File: src/rtl/axi_bus_arbiter_pkg.sv
// Shared types and constants for the AXI4-Lite requester arbiter.
package axi_bus_arbiter_pkg;

  typedef enum logic [2:0] {
    ST_IDLE    = 3'd0,
    ST_RD_ADDR = 3'd1,
    ST_RD_DATA = 3'd2,
    ST_WR_REQ  = 3'd3,
    ST_WR_RESP = 3'd4
  } arb_state_t;

  typedef struct packed {
    logic        we;
    logic [31:0] addr;
    logic [31:0] wdata;
    logic [3:0]  wstrb;
  } bus_req_t;

  localparam logic [1:0] AXI_RESP_OKAY    = 2'b00;
  localparam logic [2:0] AXI_PROT_DEFAULT = 3'b000;

  // Index width that stays legal when only one requester exists.
  function automatic int unsigned idx_width(input int unsigned n);
    return (n > 1) ? $clog2(n) : 1;
  endfunction

endpackage

File: src/rtl/axi_bus_arbiter_if.sv
// AXI4-Lite master-port signal bundle; master drives address/data, slave drives ready/response.
interface axi_bus_arbiter_if;

    logic [31:0] araddr;
    logic        arvalid;
    logic [2:0]  arprot;
    logic        arready;

    logic [31:0] rdata;
    logic [1:0]  rresp;
    logic        rvalid;
    logic        rready;

    logic [31:0] awaddr;
    logic        awvalid;
    logic [2:0]  awprot;
    logic        awready;

    logic [31:0] wdata;
    logic [3:0]  wstrb;
    logic        wvalid;
    logic        wready;

    logic [1:0]  bresp;
    logic        bvalid;
    logic        bready;

    modport master (
        output araddr, arvalid, arprot, rready,
        output awaddr, awvalid, awprot, wdata, wstrb, wvalid, bready,
        input  arready, rdata, rresp, rvalid,
        input  awready, wready, bresp, bvalid
    );

    modport slave (
        input  araddr, arvalid, arprot, rready,
        input  awaddr, awvalid, awprot, wdata, wstrb, wvalid, bready,
        output arready, rdata, rresp, rvalid,
        output awready, wready, bresp, bvalid
    );

endinterface

File: src/rtl/axi_bus_arbiter_rr_arbiter.sv
// Combinational round-robin pick: first valid bit strictly after the last-granted index.
module rr_arbiter
    import axi_bus_arbiter_pkg::*;
#(
    parameter  int unsigned NREQ = 2,
    localparam int unsigned IDXW = idx_width(NREQ)
) (
    input  logic [NREQ-1:0] valid,
    input  logic [IDXW-1:0] last,
    output logic [NREQ-1:0] grant,
    output logic [IDXW-1:0] idx
);

    logic            found;
    logic [IDXW-1:0] cand;

    always_comb begin
        grant = '0;
        idx   = last;
        found = 1'b0;
        cand  = '0;
        for (int unsigned i = 1; i <= NREQ; i++) begin
            cand = IDXW'((32'(last) + i) % NREQ);
            if (!found && valid[cand]) begin
                found       = 1'b1;
                idx         = cand;
                grant[cand] = 1'b1;
            end
        end
    end

endmodule

File: src/rtl/axi_bus_arbiter.sv
// Serialises NREQ valid/ready requesters onto one AXI4-Lite master port, one transaction at a time.
module axi_bus_arbiter
    import axi_bus_arbiter_pkg::*;
#(
    parameter int unsigned NREQ = 2
) (
    input  logic                 clk,
    input  logic                 rst,
    input  logic [NREQ-1:0]      req_valid,
    input  logic [NREQ-1:0]      req_we,
    input  logic [NREQ*32-1:0]   req_addr,
    input  logic [NREQ*32-1:0]   req_wdata,
    input  logic [NREQ*4-1:0]    req_wstrb,
    output logic [NREQ-1:0]      req_ready,
    output logic [NREQ-1:0]      resp_valid,
    output logic [31:0]          resp_rdata,
    output logic                 resp_err,
    axi_bus_arbiter_if.master    axi
);

    localparam int unsigned IDXW = idx_width(NREQ);

    arb_state_t      state_q, state_d;
    logic [IDXW-1:0] ptr_q, ptr_d;

    logic [NREQ-1:0] req_ready_q, req_ready_d;
    logic [NREQ-1:0] resp_valid_q, resp_valid_d;
    logic [31:0]     resp_rdata_q, resp_rdata_d;
    logic            resp_err_q, resp_err_d;

    logic            arvalid_q, arvalid_d;
    logic [31:0]     araddr_q, araddr_d;
    logic            rready_q, rready_d;
    logic            awvalid_q, awvalid_d;
    logic [31:0]     awaddr_q, awaddr_d;
    logic            wvalid_q, wvalid_d;
    logic [31:0]     wdata_q, wdata_d;
    logic [3:0]      wstrb_q, wstrb_d;
    logic            bready_q, bready_d;

    logic [NREQ-1:0] gnt_onehot;
    logic [IDXW-1:0] gnt_idx;
    bus_req_t        reqs [NREQ];
    bus_req_t        sel;
    logic            aw_done, w_done;

    rr_arbiter #(.NREQ(NREQ)) u_rr (
        .valid (req_valid),
        .last  (ptr_q),
        .grant (gnt_onehot),
        .idx   (gnt_idx)
    );

    always_comb begin
        for (int unsigned i = 0; i < NREQ; i++) begin
            reqs[i].we    = req_we[i];
            reqs[i].addr  = req_addr[32*i +: 32];
            reqs[i].wdata = req_wdata[32*i +: 32];
            reqs[i].wstrb = req_wstrb[4*i +: 4];
        end
    end

    assign sel = reqs[gnt_idx];

    always_comb begin
        state_d      = state_q;
        ptr_d        = ptr_q;
        req_ready_d  = '0;
        resp_valid_d = '0;
        resp_rdata_d = '0;
        resp_err_d   = 1'b0;
        arvalid_d    = arvalid_q;
        araddr_d     = araddr_q;
        rready_d     = rready_q;
        awvalid_d    = awvalid_q;
        awaddr_d     = awaddr_q;
        wvalid_d     = wvalid_q;
        wdata_d      = wdata_q;
        wstrb_d      = wstrb_q;
        bready_d     = bready_q;
        // A channel counts as done once its valid has already dropped or handshakes now.
        aw_done      = !awvalid_q || axi.awready;
        w_done       = !wvalid_q  || axi.wready;

        unique case (state_q)
            ST_IDLE: begin
                if (|req_valid) begin
                    ptr_d       = gnt_idx;
                    req_ready_d = gnt_onehot;
                    if (sel.we) begin
                        state_d   = ST_WR_REQ;
                        awvalid_d = 1'b1;
                        awaddr_d  = sel.addr;
                        wvalid_d  = 1'b1;
                        wdata_d   = sel.wdata;
                        wstrb_d   = sel.wstrb;
                    end else begin
                        state_d   = ST_RD_ADDR;
                        arvalid_d = 1'b1;
                        araddr_d  = sel.addr;
                    end
                end
            end
            ST_RD_ADDR: begin
                if (arvalid_q && axi.arready) begin
                    arvalid_d = 1'b0;
                    araddr_d  = '0;
                    rready_d  = 1'b1;
                    state_d   = ST_RD_DATA;
                end
            end
            ST_RD_DATA: begin
                if (rready_q && axi.rvalid) begin
                    rready_d     = 1'b0;
                    state_d      = ST_IDLE;
                    resp_valid_d = NREQ'(1) << ptr_q;
                    resp_rdata_d = axi.rdata;
                    resp_err_d   = (axi.rresp != AXI_RESP_OKAY);
                end
            end
            ST_WR_REQ: begin
                if (awvalid_q && axi.awready) begin
                    awvalid_d = 1'b0;
                    awaddr_d  = '0;
                end
                if (wvalid_q && axi.wready) begin
                    wvalid_d = 1'b0;
                    wdata_d  = '0;
                    wstrb_d  = '0;
                end
                if (aw_done && w_done) begin
                    bready_d = 1'b1;
                    state_d  = ST_WR_RESP;
                end
            end
            ST_WR_RESP: begin
                if (bready_q && axi.bvalid) begin
                    bready_d     = 1'b0;
                    state_d      = ST_IDLE;
                    resp_valid_d = NREQ'(1) << ptr_q;
                    resp_err_d   = (axi.bresp != AXI_RESP_OKAY);
                end
            end
            default: state_d = ST_IDLE;
        endcase
    end

    always_ff @(posedge clk) begin
        if (rst) begin
            state_q      <= ST_IDLE;
            ptr_q        <= '0;
            req_ready_q  <= '0;
            resp_valid_q <= '0;
            resp_rdata_q <= '0;
            resp_err_q   <= 1'b0;
            arvalid_q    <= 1'b0;
            araddr_q     <= '0;
            rready_q     <= 1'b0;
            awvalid_q    <= 1'b0;
            awaddr_q     <= '0;
            wvalid_q     <= 1'b0;
            wdata_q      <= '0;
            wstrb_q      <= '0;
            bready_q     <= 1'b0;
        end else begin
            state_q      <= state_d;
            ptr_q        <= ptr_d;
            req_ready_q  <= req_ready_d;
            resp_valid_q <= resp_valid_d;
            resp_rdata_q <= resp_rdata_d;
            resp_err_q   <= resp_err_d;
            arvalid_q    <= arvalid_d;
            araddr_q     <= araddr_d;
            rready_q     <= rready_d;
            awvalid_q    <= awvalid_d;
            awaddr_q     <= awaddr_d;
            wvalid_q     <= wvalid_d;
            wdata_q      <= wdata_d;
            wstrb_q      <= wstrb_d;
            bready_q     <= bready_d;
        end
    end

    assign req_ready   = req_ready_q;
    assign resp_valid  = resp_valid_q;
    assign resp_rdata  = resp_rdata_q;
    assign resp_err    = resp_err_q;

    assign axi.araddr  = araddr_q;
    assign axi.arvalid = arvalid_q;
    assign axi.arprot  = AXI_PROT_DEFAULT;
    assign axi.rready  = rready_q;
    assign axi.awaddr  = awaddr_q;
    assign axi.awvalid = awvalid_q;
    assign axi.awprot  = AXI_PROT_DEFAULT;
    assign axi.wdata   = wdata_q;
    assign axi.wstrb   = wstrb_q;
    assign axi.wvalid  = wvalid_q;
    assign axi.bready  = bready_q;

endmodule

File: src/flat_wrapper.sv
// flat-port wrapper written by rule: the top's interface ports become plain ports
module axi_bus_arbiter_flat import axi_bus_arbiter_pkg::*;
#(
    parameter int unsigned NREQ = 2
)
  (clk, rst, req_valid, req_we, req_addr, req_wdata, req_wstrb, req_ready, resp_valid, resp_rdata, resp_err, axi_araddr, axi_arvalid, axi_arprot, axi_rready, axi_awaddr, axi_awvalid, axi_awprot, axi_wdata, axi_wstrb, axi_wvalid, axi_bready, axi_arready, axi_rdata, axi_rresp, axi_rvalid, axi_awready, axi_wready, axi_bresp, axi_bvalid);
  axi_bus_arbiter_if axi_i ();
  input  logic clk;
  input  logic rst;
  input  logic [NREQ-1:0] req_valid;
  input  logic [NREQ-1:0] req_we;
  input  logic [NREQ*32-1:0] req_addr;
  input  logic [NREQ*32-1:0] req_wdata;
  input  logic [NREQ*4-1:0] req_wstrb;
  output logic [NREQ-1:0] req_ready;
  output logic [NREQ-1:0] resp_valid;
  output logic [31:0] resp_rdata;
  output logic resp_err;
  output wire logic [$bits(axi_i.araddr)-1:0] axi_araddr;
  output wire logic [$bits(axi_i.arvalid)-1:0] axi_arvalid;
  output wire logic [$bits(axi_i.arprot)-1:0] axi_arprot;
  output wire logic [$bits(axi_i.rready)-1:0] axi_rready;
  output wire logic [$bits(axi_i.awaddr)-1:0] axi_awaddr;
  output wire logic [$bits(axi_i.awvalid)-1:0] axi_awvalid;
  output wire logic [$bits(axi_i.awprot)-1:0] axi_awprot;
  output wire logic [$bits(axi_i.wdata)-1:0] axi_wdata;
  output wire logic [$bits(axi_i.wstrb)-1:0] axi_wstrb;
  output wire logic [$bits(axi_i.wvalid)-1:0] axi_wvalid;
  output wire logic [$bits(axi_i.bready)-1:0] axi_bready;
  input wire logic [$bits(axi_i.arready)-1:0] axi_arready;
  input wire logic [$bits(axi_i.rdata)-1:0] axi_rdata;
  input wire logic [$bits(axi_i.rresp)-1:0] axi_rresp;
  input wire logic [$bits(axi_i.rvalid)-1:0] axi_rvalid;
  input wire logic [$bits(axi_i.awready)-1:0] axi_awready;
  input wire logic [$bits(axi_i.wready)-1:0] axi_wready;
  input wire logic [$bits(axi_i.bresp)-1:0] axi_bresp;
  input wire logic [$bits(axi_i.bvalid)-1:0] axi_bvalid;
  assign axi_araddr = axi_i.araddr;
  assign axi_arvalid = axi_i.arvalid;
  assign axi_arprot = axi_i.arprot;
  assign axi_rready = axi_i.rready;
  assign axi_awaddr = axi_i.awaddr;
  assign axi_awvalid = axi_i.awvalid;
  assign axi_awprot = axi_i.awprot;
  assign axi_wdata = axi_i.wdata;
  assign axi_wstrb = axi_i.wstrb;
  assign axi_wvalid = axi_i.wvalid;
  assign axi_bready = axi_i.bready;
  assign axi_i.arready = axi_arready;
  assign axi_i.rdata = axi_rdata;
  assign axi_i.rresp = axi_rresp;
  assign axi_i.rvalid = axi_rvalid;
  assign axi_i.awready = axi_awready;
  assign axi_i.wready = axi_wready;
  assign axi_i.bresp = axi_bresp;
  assign axi_i.bvalid = axi_bvalid;
  axi_bus_arbiter #(.NREQ(NREQ)) u_core (.clk(clk), .rst(rst), .req_valid(req_valid), .req_we(req_we), .req_addr(req_addr), .req_wdata(req_wdata), .req_wstrb(req_wstrb), .req_ready(req_ready), .resp_valid(resp_valid), .resp_rdata(resp_rdata), .resp_err(resp_err), .axi(axi_i));
endmodule
File: config.mk
export PLATFORM = sky130hd
export DESIGN_NAME = axi_bus_arbiter_flat
export DESIGN_NICKNAME = d
export VERILOG_FILES = /design/src/rtl/axi_bus_arbiter_pkg.sv /design/src/rtl/axi_bus_arbiter_if.sv /design/src/rtl/axi_bus_arbiter_rr_arbiter.sv /design/src/rtl/axi_bus_arbiter.sv /design/src/flat_wrapper.sv
export SDC_FILE = /design/constraint.sdc
export NUM_CORES = 1
export LEC_CHECK = 0
export CORE_MARGIN = 4
export CORE_UTILIZATION = 38
export DETAILED_ROUTE_END_ITERATION = 7
export PLACE_DENSITY = 0.77
export SLEW_MARGIN = 20
export SYNTH_ARGS = -nofsm -noshare
export SYNTH_HDL_FRONTEND = slang
export SYNTH_SLANG_ARGS = --single-unit
File: constraint.sdc
create_clock -name clk -period 2.51 [get_ports clk]
set_input_delay 0.502 -clock clk [delete_from_list [all_inputs] [get_ports clk]]
set_output_delay 0.502 -clock clk [all_outputs]
set_load 0.02 [all_outputs]
==> metrics.cfg <==
[setup_path]
startpoint_type = input port
worstPathArrival_ps = 2410
required_ps = 2850
reg2reg_slack_ps = 460
cp_max_fo = 19
critPathKind = in -> reg
r2r_cells = 5
max_stage_delay_ps = 590
r2r_end = u_core.axi.awaddr[22]$_SDFFE_PP0P_
cp-end-kind = flip-flop
slowest_stage = or4_4
cp_cell_sequence = clkdlybuf4s50_1, and2_0, or4_4, a41oi_4, buf_12, o2bb2ai_1
rr_startpoint = u_core.state_q[2]$_SDFFE_PP0P_

[logic_synthesis]
yosys_warnings = 0
syn_area_um2 = 5840
synth-seq-cells = 146
synth_top_area_share = 0.501
synth-edff-count = 0
synth_area_leaders = dfxtp_1 (50%), mux2i_1 (12%), o2bb2ai_1 (8.9%), and2_1 (3.4%), a211oi_1 (3.0%)
yosysUniqueCellTypes = 46
yosys.area.top_type = dfxtp_1
ys_seq_area_frac = 0.501
async_flop_share = 0
synthCells = 563
avgSynthCellArea_um2 = 10.4
synth_ff_type = dfxtp_1

[floorplanning]
die_x_um = 132
io_pins = 331
die_area_um2 = 17400
die_h_um = 132
fp-row-count = 45
coreArea_um2 = 15100
start_util = 0.385

[route]
routed_wl_mm = 20.8
vias = 5679
avgRoutedWirePerCell_um = 19.1
dr.pass1.iters = 4
drc = 0
drt-vias-per-instance = 5.21
ant_nets = 0
drt_iter0_drc = 345

[timing]
rsz0062_at_grt = no
clock_skew_ps = 10.0
worst_slew_pin_slew_ps = 722
slew_headroom = 0.518
final.period_utilization = 0.827
max_freq_ghz = 0.481
fin_crit_ps = 2080
slew_viol_final = 0
setup_violations = 0
finalSetupTns_ps = 0
hold_violations = 0

[place]
io_buffers = 324
gp_congestion = 0.826
dpl.hpwl_mm = 16.1

[clocking]
ctsHoldBuffers = 0
clock_path_buffers = 2
ctsResizeCount = 0
htreeDepth = 4
cts-root-buf = clkbuf_16
cts_setup_buffers = 0
clock_latency_ps = 410
tritoncts = yes
clkTransAtPathRegs_ps = 60
cts_num_sinks = 146
cts_made_buffers = 17

[final_layout]
diodes = 0
final_util = 0.662
layout_common_cells = clkdlybuf4s50_1 (324), dfxtp_1 (146), mux2i_1 (68)
drive_gt1_frac = 0.0866
seq_area_um2 = 2920
multi_input_area_um2 = 2660
fin_nets = 1071
fill_cells = 1172
layout_commonest_cell = clkdlybuf4s50_1
syn2layout_area_growth_pct = 71.8

[power]
power_density_nw_per_um2 = 799
p_int_mw = 5.38
p_clk_frac = 0.306
power_frac_seq = 0.354
leakagePower_nw = 3.85
power_frac_comb = 0.341
net-switching-power_mw = 2.63
p_sw_frac = 0.329
ir_drop_v = 0.000497

[global_route]
grt_pass1_wl_mm = 32.4
grt.overflow.total = 0
antenna_found_initial = 0
grt_max_degree = 50
track_usage = 0.233
grt_pass1_vias = 5959

[run]
maxCapViolCount = 0

[worst_hold_path]
hold_path_depth = 1
min_from = u_core.axi.awaddr[26]$_SDFFE_PP0P_
min_path_type = reg -> reg
hold_end = u_core.axi.awaddr[26]$_SDFFE_PP0P_

[status]
outcome = finished clean

worst max-delay path by stage:
stage / to / slack, ps / from / cells after the start
after detailed placement: u_core.axi.awaddr[12]$_SDFFE_PP0P_ / 9 / req_valid[0] / 6
final: u_core.axi.awaddr[22]$_SDFFE_PP0P_ / 430 / req_valid[0] / 6
after floorplan: u_core.axi.araddr[12]$_SDFFE_PP0P_ / 490 / req_valid[0] / 7
after CTS: u_core.axi.awaddr[22]$_SDFFE_PP0P_ / 430 / req_valid[0] / 6
after global placement: u_core.axi.awaddr[24]$_SDFFE_PP0P_ / 50 / req_valid[0] / 6
after global routing: u_core.axi.awaddr[23]$_SDFFE_PP0P_ / 360 / req_valid[0] / 6
routing by layer:
layer  part of all wire  vias to the layer above  wire length, um  global-route usage
met5                  0                        -                0                   0
met4              0.018                        0              370              0.0718
met3              0.076                       25             1580              0.0813
met2               0.52                      219            10800               0.414
met1               0.39                     2722             8040               0.262
li1                   -                     2713                -                   -
Yosys cell counts, types with 2 or more instances:
cell type,count
o31ai_1,2
mux2i_1,68
a31oi_1,20
nand2b_1,10
a21bo_2,2
nand2_1,17
o2bb2ai_1,59
buf_1,6
dfxtp_1,146
and3_1,2
buf_2,7
nor3_1,2
clkbuf_1,32
and3b_1,2
a21o_1,23
o21ai_0,24
buf_6,3
buf_4,9
inv_1,5
nand3b_1,2
a21oi_1,6
nor2_1,11
and2_1,32
nand3_1,26
a211oi_1,23
nand4_1,4
sequential cells by signal, indices dropped and copies added, names as in the netlist:
| register | cells |
|---|---|
| u_core.resp_rdata | 32 |
| u_core.axi.bready | 1 |
| u_core.axi.wvalid | 1 |
| u_core.req_ready | 2 |
| u_core.axi.awvalid | 1 |
| u_core.axi.wstrb | 4 |
| u_core.axi.araddr | 32 |
| u_core.axi.awaddr | 32 |
| u_core.ptr_q | 1 |
| u_core.resp_valid | 2 |
| u_core.state_q | 3 |
| u_core.resp_err | 1 |
| u_core.axi.wdata | 32 |
| u_core.axi.rready | 1 |
| u_core.axi.arvalid | 1 |
area by class of cell:
class | count | area share
clock buffers | 17 | 0.0424
clock inverters | 15 | 0.0150
inverters | 5 | 0.00187
multi-input cells | 359 | 0.265
flip-flops and latches | 146 | 0.291
well taps | 188 | 0.0235
repair buffers | 359 | 0.361
per-stage QoR:
step                      hold slack (ps)  area [um2]  total power, mW  setup slack (ps)  std cells
after floorplan                       488        5860             4.22               486        568
after global placement                444        9450             5.54              45.4       1057
after detailed placement              448        9450             5.60              8.52       1057
after CTS                             465       10000             8.06               429       1089
after global routing                  481       10000             8.35               359       1089
final                                 458       10000             8.01               433       1089
power by group through the flow:
stage / combinational [mW] / clock, mW / sequential (mW)
2_1_floorplan: 1.03 / 0 / 3.18
3_3_place_gp: 2.67 / 0 / 2.86
3_5_place_dp: 2.73 / 0 / 2.87
4_1_cts: 2.75 / 2.48 / 2.83
5_1_grt: 2.89 / 2.59 / 2.87
6_report: 2.73 / 2.45 / 2.83
worst max-delay path, delay by kind of cell:
family | cells | cell delay (ps)
AOI/OAI and AO/OA | 2 | 430
buffers and inverters | 2 | 640
and+or+nand+nor | 2 | 830
logic make-up (layout without fill, tap and decap cells):
logic type | Yosys count | after routing | share of synthesized area
AOI/OAI and AO/OA | 171 | 171 | 0.223
buffers and inverters | 63 | 396 | 0.0519
DFF | 146 | 146 | 0.501
and+or+nand+nor | 114 | 114 | 0.107
other | 1 | 6 | 0.000642
muxes | 68 | 68 | 0.117
Power figures use the tool's default switching activity.
